**src/rtl/multicycle_sequencer.sv**
```systemverilog
// Multi-cycle control sequencer: steps each instruction through P1..P5, drives
// datapath enables/selects, owns run/stop/halt control and a retired counter.
module multicycle_sequencer #(
    parameter int unsigned CNT_W = 32,
    parameter bit          SKIP  = 1'b1
) (
    input  logic             clk,
    input  logic             rst,
    input  logic             exec,
    input  logic [15:0]      instruction,
    input  logic             S,
    input  logic             Z,
    input  logic             C,
    input  logic             V,
    output logic [2:0]       phase,
    output logic             running,
    output logic             halted,
    output logic             ir_e,
    output logic             pc_e,
    output logic             pc_br,
    output logic             mem_rd,
    output logic             mem_w,
    output logic             ar_e,
    output logic             br_e,
    output logic             aluc_e,
    output logic             dr_e,
    output logic             flag_e,
    output logic             out_e,
    output logic             genr_w,
    output logic             alu_a_pc,
    output logic             alu_b_imm,
    output logic [3:0]       alu_op,
    output logic [1:0]       wb_sel,
    output logic             wb_ra,
    output logic [CNT_W-1:0] retired
);

    typedef enum logic [2:0] {
        S_IDLE = 3'd0,
        S_P1   = 3'd1,
        S_P2   = 3'd2,
        S_P3   = 3'd3,
        S_P4   = 3'd4,
        S_P5   = 3'd5,
        S_HALT = 3'd7
    } state_t;

    state_t           state_q, state_d;
    logic             stop_q, stop_d;
    logic             take_q, take_d;
    logic [CNT_W-1:0] retired_q, retired_d;

    // Decode
    logic [3:0] op;
    logic       is_alu, is_ld, is_st, grp_br, is_li, is_b, is_bc, is_br;
    logic       is_cmp, is_shift, is_in, is_out, is_hlt, alu_exec, alu_wr, is_nop;
    logic       cond, br_take;
    logic       unused_bits;

    assign op          = instruction[7:4];
    assign is_alu      = (instruction[15:14] == 2'b11);
    assign is_ld       = (instruction[15:14] == 2'b00);
    assign is_st       = (instruction[15:14] == 2'b01);
    assign grp_br      = (instruction[15:14] == 2'b10);
    assign is_li       = grp_br && (instruction[13:11] == 3'b000);
    assign is_b        = grp_br && (instruction[13:11] == 3'b100);
    assign is_bc       = grp_br && (instruction[13:11] == 3'b111) && !instruction[10];
    assign is_br       = is_b || is_bc;
    assign is_cmp      = is_alu && (op == 4'd5);
    assign is_shift    = is_alu && (op[3:2] == 2'b10);
    assign is_in       = is_alu && (op == 4'd12);
    assign is_out      = is_alu && (op == 4'd13);
    assign is_hlt      = is_alu && (op == 4'd15);
    assign alu_exec    = is_alu && (op != 4'd7) && (op < 4'd12);
    assign alu_wr      = alu_exec && !is_cmp;
    assign is_nop      = (is_alu && (op == 4'd7 || op == 4'd14)) || (grp_br && !is_li && !is_br);
    assign unused_bits = ^{instruction[3:0], C};

    always_comb begin
        case (instruction[9:8])
            2'd0:    cond = Z;
            2'd1:    cond = S ^ V;
            2'd2:    cond = Z | (S ^ V);
            default: cond = !Z;
        endcase
    end
    assign br_take = is_b || (is_bc && cond);

    // Next state: each phase either advances or, at the instruction's last
    // phase, retires and loops to P1 (or IDLE when a stop is pending).
    always_comb begin
        logic last;
        logic retire;
        state_d   = state_q;
        stop_d    = stop_q;
        take_d    = take_q;
        retired_d = retired_q;
        last      = 1'b0;
        retire    = 1'b0;
        case (state_q)
            S_IDLE, S_HALT: if (exec) state_d = S_P1;
            S_P1: state_d = S_P2;
            S_P2: begin
                if (is_hlt) begin
                    state_d = S_HALT;
                    retire  = 1'b1;
                end else if (SKIP && is_nop) last = 1'b1;
                else if (SKIP && is_li)      state_d = S_P5;
                else                         state_d = S_P3;
            end
            S_P3: begin
                if (is_br) take_d = br_take;
                if (SKIP && (is_cmp || is_out || (is_br && !br_take))) last = 1'b1;
                else if (SKIP && !(is_ld || is_st || is_br))           state_d = S_P5;
                else                                                   state_d = S_P4;
            end
            S_P4: begin
                if (SKIP && (is_st || is_br)) last = 1'b1;
                else                          state_d = S_P5;
            end
            S_P5:    last = 1'b1;
            default: state_d = S_IDLE;
        endcase
        if (running && exec) stop_d = 1'b1;
        if (last) begin
            retire  = 1'b1;
            state_d = (stop_q || exec) ? S_IDLE : S_P1;
        end
        if (retire) retired_d = retired_q + CNT_W'(1);
        if (state_d == S_IDLE) stop_d = 1'b0;
    end

    always_ff @(posedge clk) begin
        if (rst) begin
            state_q   <= S_IDLE;
            stop_q    <= 1'b0;
            take_q    <= 1'b0;
            retired_q <= '0;
        end else begin
            state_q   <= state_d;
            stop_q    <= stop_d;
            take_q    <= take_d;
            retired_q <= retired_d;
        end
    end

    assign phase   = state_q;
    assign running = (state_q >= S_P1) && (state_q <= S_P5);
    assign halted  = (state_q == S_HALT);
    assign retired = retired_q;

    always_comb begin
        ir_e = 1'b0; pc_e = 1'b0; pc_br = 1'b0; mem_rd = 1'b0; mem_w = 1'b0;
        ar_e = 1'b0; br_e = 1'b0; aluc_e = 1'b0; dr_e = 1'b0; flag_e = 1'b0;
        out_e = 1'b0; genr_w = 1'b0; alu_a_pc = 1'b0; alu_b_imm = 1'b0;
        alu_op = '0; wb_sel = '0; wb_ra = 1'b0;
        case (state_q)
            S_P1: begin
                mem_rd = 1'b1;
                ir_e   = 1'b1;
                pc_e   = 1'b1;
            end
            S_P2: begin
                ar_e = 1'b1;
                br_e = 1'b1;
            end
            S_P3: begin
                if (alu_exec) begin
                    aluc_e    = 1'b1;
                    dr_e      = !is_cmp;
                    flag_e    = 1'b1;
                    alu_b_imm = is_shift;
                    alu_op    = op;
                end else if (is_ld || is_st) begin
                    aluc_e    = 1'b1;
                    dr_e      = 1'b1;
                    alu_b_imm = 1'b1;
                end else if (is_br) begin
                    aluc_e    = 1'b1;
                    dr_e      = 1'b1;
                    alu_a_pc  = 1'b1;
                    alu_b_imm = 1'b1;
                end else if (is_out) begin
                    out_e = 1'b1;
                end
            end
            S_P4: begin
                mem_rd = is_ld;
                mem_w  = is_st;
                pc_e   = is_br && take_q;
                pc_br  = is_br && take_q;
            end
            S_P5: begin
                if (alu_wr) begin
                    genr_w = 1'b1;
                end else if (is_in) begin
                    genr_w = 1'b1;
                    wb_sel = 2'd3;
                end else if (is_ld) begin
                    genr_w = 1'b1;
                    wb_sel = 2'd1;
                    wb_ra  = 1'b1;
                end else if (is_li) begin
                    genr_w = 1'b1;
                    wb_sel = 2'd2;
                end
            end
            default: ;
        endcase
    end

endmodule
```
**config.mk**
```make
export PLATFORM = sky130hd
export DESIGN_NAME = multicycle_sequencer
export DESIGN_NICKNAME = d
export VERILOG_FILES = /design/src/rtl/multicycle_sequencer.sv
export SDC_FILE = /design/constraint.sdc
export NUM_CORES = 1
export LEC_CHECK = 0
export BUFFER_PORTS_ARGS = -buffer_cell sky130_fd_sc_hd__buf_2
export CAP_MARGIN = 40
export CORE_MARGIN = 10
export CORE_UTILIZATION = 40
export CTS_CLUSTER_DIAMETER = 30
export DETAILED_ROUTE_END_ITERATION = 10
export HOLD_SLACK_MARGIN = 0.02
export PLACE_DENSITY_LB_ADDON = 0.3
export SLEW_MARGIN = 30
export SYNTH_ARGS = -nofsm -noshare
export SYNTH_HDL_FRONTEND = slang
export SYNTH_SLANG_ARGS = --single-unit
```
**constraint.sdc**
```tcl
create_clock -name clk -period 2.1 [get_ports clk]
set_input_delay 0.42 -clock clk [delete_from_list [all_inputs] [get_ports clk]]
set_output_delay 0.42 -clock clk [all_outputs]
set_load 0.02 [all_outputs]
```
Word-level counts from Yosys, hierarchy flattened
Cells that the tools add are included.
{ "word_totals": {"regBits": 37, "wordCells": 134, "output_inout_bits": 58} }
{ "op_classes": {"n_reduce_logical": 44, "muxes": 59, "n_addsub": 1, "n_bitwise": 2, "n_eq_ne": 21, "n_lt_le_gt_ge": 3} }
{ "op_table": {"columns": ["operator", "n"], "rows": [
  ["$mux 1", 40],
  ["$add 32x1->32 const B", 1],
  ["$mux 3", 7],
  ["$logic_and 1x1->1", 20],
  ["$pmux 3 s6", 1],
  ["$eq 4x4->1 const B", 4],
  ["$eq 3x3->1 const B", 5],
  ["$logic_or 1x1->1", 10],
  ["$mux 2", 5],
  ["$logic_not 3->1", 3],
  ["$eq 2x2->1 const B", 4],
  ["$eq 4x3->1 const B", 2],
  ["$mux 4", 2],
  ["$eq 3x2->1 const B", 2],
  ["$logic_not 1->1", 6],
  ["$eq 2x1->1 const B", 2],
  ["$logic_not 2->1", 2],
  ["$lt 4x4->1 const B", 1],
  ["$ne 4x3->1 const B", 1],
  ["$pmux 1 s2", 2],
  ["$pmux 1 s4", 1],
  ["$reduce_or 2->1", 2],
  ["$eq 3x1->1 const B", 1],
  ["$ge 3x1->1 const B", 1],
  ["5 further kinds", 5]
]} }

Depth between registers and ports, before layout
{ "logic_depth": {"ltp_word": 13, "depth_mapped": 9, "mapped_depth_nobuf": 7} }

Worst setup path after synthesis
No wires, ideal clock.
{ "synth_timing": {"path_kind": "register to output", "startpoint": "reg state_q[1], in the netlist phase[1]", "endpoint": "out dr_e", "t_required_ns": 1.680, "path_buffers": 1, "arrival_time_ns": 1.759, "path_stages_with_launch": 7, "setup_slack_ns": -0.079, "path_cell_list": "dfxtp_1 > and3b_1 > clkbuf_1 > nand3_1 > a21oi_1 > o21ai_0 > nand2_1"} }
{ "synth_between": {"elab_chain_len": 2} }
{ "synth_lines": {"columns": ["item", "line", "rtl"], "rows": [
  ["from (decl)", "48", "state_t state_q, state_d;"],
  ["from (signal assigned)", "140", "state_q <= state_d;"],
  ["$eq 3x2->1", "157", "case (state_q)"],
  ["$mux 1", "157", null],
  ["to (decl)", "26", "output logic dr_e,"]
]} }
No other way between the ends.

Worst setup path in the final report
{ "layout_timing": {"startpoint": "in instruction[11]", "endpoint": "out pc_e"} }
{ "layout_between": {"elab_chain_len": 6, "elab_cells_between_ends": 8, "classes_between": "2 x eq/ne; 1 x mux; 5 x reduce/logical"} }
{ "layout_lines": {"columns": ["item", "line", "rtl"], "rows": [
  ["from (decl)", "10", "input logic [15:0] instruction,"],
  ["$eq 3x3->1", "67", "assign is_bc = grp_br && (instruction[13:11] == 3'b111) && !instruction[10];"],
  ["$logic_and 1x1->1 (2 in a row)", "67", null],
  ["$logic_or 1x1->1 (*)", "68", "assign is_br = is_b || is_bc;"],
  ["$logic_and 1x1->1 (*)", "190", "pc_e = is_br && take_q;"],
  ["$pmux 1 s2 (*)", "157", null],
  ["to (decl)", "19", "output logic pc_e,"]
]} }
Every way passes the cells marked *; elsewhere a longest branch is shown, timed or not.

==> results by group <==
Worst setup path
  • CP required: 1.68 ns
  • Crit path from: instruction[11]
  • Worst EP arrival: between 1.5 and 2 ns
  • R2R Path Start: phase[1]
  • CP Capture Type: output pin
  • Crit path max-delay family: simple AND/OR/NAND/NOR gates
  • Worst reg2reg path endpoint: retired[17]
  • Cell Chain, Critical Path: buf_2, and3b_1, o211a_1, and4_1, or2_2, buf_2
  • Crit path depth: 6
  • Most frequent CP cell: buf_2
  • Worst path slowest cell: or2_2
  • Buf+Inv Stages, Crit Path: 2
  • R2R depth: 9
  • Worst R2R Setup Slack: roughly 0.16 ns
  • Critical path class: input pin to output pin
  • CP endpoint: pc_e
  • Crit path largest cell delay: approximately 0.27 ns
  • Crit-path max FO: 4
  • Worst setup SP type: input pin

Drt
  • Router iterations before antenna repair: 4
  • Vias per std cell: around 5.6
  • WL/cell: approximately 15 um
  • DR vias: 2756
  • # DRC: 0
  • Routed wire length: approximately 7000 um
  • Antenna-violating nets left: 0
  • 1st-iter DRT viols: 100

Timing
  • Fin crit period: about 2.1 ns
  • Final WS setup: 0.0334 ns
  • Fmax: around 480 MHz
  • Setup TNS: 0 ns
  • RSZ-0062 raised after global routing: true
  • Max_slew headroom: between 60% and 70%
  • Tcrit/Tclk final: 98.4%
  • Pins Over Slew Limit: 0
  • Final setup fails: 0
  • Final-report hold violation count: 0
  • Clk_skew: between 0.007 and 0.008 ns
  • Hold slack: around 0.37 ns
  • Least-Margin Pin Slew: approximately 0.53 ns

Synth
  • Top post-synthesis cells by area: dfxtp_1 (31%), a21oi_1 (7.2%), o21ai_0 (6.1%)
  • Top FF cell, synth: dfxtp_1
  • Sequential share of the synthesized area: 31.3%
  • Synth Register Bits: 37
  • Synth Instances: a little over 300
  • Area of the mapped netlist: ~2400 um^2
  • Synth warnings: 0
  • Mapped Nets: 332
  • Post-synth cell types: 52
  • Syn avg cell area: 7.69 um^2
  • Synth area leader: dfxtp_1
  • Post-synth EDFFs: 0
  • Async set or reset register ratio after synthesis: 0%
  • Top-area cell type share of the netlist area: a little under a third

Place
  • Place WS: -0.356 ns
  • DP Area: 3090 um^2
  • Placed cell count: between 400 and 500
  • Detail Placement HPWL: about 5500 um
  • Port Buffers: 75
  • GPL Wtd Cong: ~0.86

Clock network
  • TritonCTS clock tree: done
  • Clock Sinks: 37
  • H-tree depth: 2
  • Worst skew pair latency: 0.30 ns
  • Reg clk slew, reported paths: around 0.08 ns
  • Hold_buf cts: 0
  • Max clock buf depth: 2
  • TritonCTS buffer count: 5
  • CTS root buffer: clkbuf_8

Finish
  • Non-Filler Instances: between 400 and 500
  • Layout cells sized above 1: between 30% and 40%
  • Most common cell after layout, fill and taps aside: buf_2
  • Core Util, Final: between 50% and 60%
  • # nets final: roughly 440
  • Design area: approximately 3300 um^2
  • Area growth, synth to finish: 39.5%
  • ANT cells: 0
  • Most frequent cells in the layout: buf_2 (71), buf_4 (48), dfxtp_1 (37), a21oi_1 (32), o21ai_0 (27)

Global route
  • Largest net degree at the start of global routing: 36
  • First-pass GRT wire length: about 12000 um
  • GRT Total Usage: 14.4%
  • Antenna violations before repair: 0
  • Remaining Overflow, GRT: 0
  • Vias in the first global route: between 2000 and 3000

Outcome
  • Status: complete, no violations

Floorplanning
  • Die area: 9400 um^2
  • Number of core rows: 27
  • Die X-Extent: ~97 um
  • Starting Density: around 42%
  • IO Pins: between 80 and 90
  • Die height: between 90 and 100 um
  • Core area: approximately 5600 um^2

Pwr
  • Worst vdd ir: just under 400 uV
  • Pwr dens: 528 nW/um^2
  • Pleak: 1.47 nW
  • Power Total: 1.74 mW

Min path
  • Hold crit path type: input pin to flop

Flow run
  • MaxCap Viol Count: 0
## metal layers
metal  wire length [um]  track usage [%]  part of all wire [%]
met1               3210             17.1                    45
met2               3460             24.2                    48
met3                335             3.19                   4.7
met4                151             6.09                   2.1
met5                  0                0                     0
## how the worst min path moves through the flow
| stage | slack (ns) | startpoint | end | cells after the start |
|---|---|---|---|---|
| floorplan | 0.42 | stop_q | phase[0] | 1 |
| global placement | 0.45 | stop_q | phase[0] | 1 |
| detailed placement | 0.46 | stop_q | phase[0] | 1 |
| CTS | 0.36 | exec | phase[0] | 2 |
| global route | 0.38 | exec | phase[0] | 2 |
| finish | 0.37 | exec | phase[0] | 2 |
## worst reg2reg max path: cells and delay by family, from the launching register on
family / cells / cell delay (ns)
AO/OA/AOI/OAI: 3 / 0.41
buffers and inverters: 3 / 0.51
flip-flops: 1 / 0.35
AND/OR/NAND/NOR: 3 / 0.61
## flip-flops by register name (all words and copies together) (netlist names)
signal   count
retired     32
take_q       1
phase        3
stop_q       1
## layout make-up
class                      count  area, um^2
tap                           72        90.1
fill                         528        2310
sequential                    37         741
clock buffer                   6        82.6
clock inverter                 2        13.8
multi-input combinational    239        1560
timing repair buffer         122         767
inverter                      14        52.6
## cells in the mapped netlist, types with 8 or more instances
| cell type | n |
|---|---|
| a21oi_1 | 34 |
| and3_1 | 8 |
| clkbuf_1 | 9 |
| dfxtp_1 | 37 |
| inv_1 | 14 |
| nand2_1 | 19 |
| nand3_1 | 17 |
| nand4_1 | 13 |
| nor2_1 | 18 |
| nor2b_1 | 9 |
| o21ai_0 | 29 |
| or3_1 | 23 |
## cells by family (layout without fill, tap and decap cells)
| kind of cell | Yosys count | after routing | share of synthesized area, % |
|---|---|---|---|
| AND/OR/NAND/NOR | 142 | 142 | 35.2 |
| AO/OA/AOI/OAI | 89 | 89 | 23.5 |
| flip-flops | 37 | 37 | 31.3 |
| buffers and inverters | 32 | 144 | 6.71 |
| XOR/XNOR | 5 | 5 | 1.85 |
| multiplexers | 2 | 2 | 0.899 |
| adder cells (fa/ha/maj) | 1 | 1 | 0.528 |
## what timing repair did
item,4_1_cts,5_1_grt
pin swaps,0,3
setup endpoints to repair,7,32
gates resized for setup,3,21
buffers inserted,0,2
## power breakdown
part | internal, mW | leakage (nW) | total (mW) | switching, mW
combinational | 0.196 | 1.12 | 0.482 | 0.287
clock | 0.266 | 0.0512 | 0.534 | 0.268
sequential | 0.718 | 0.298 | 0.728 | 0.00980
total | 1.18 | 1.47 | 1.74 | 0.565
(Power assumes the default switching activity.)
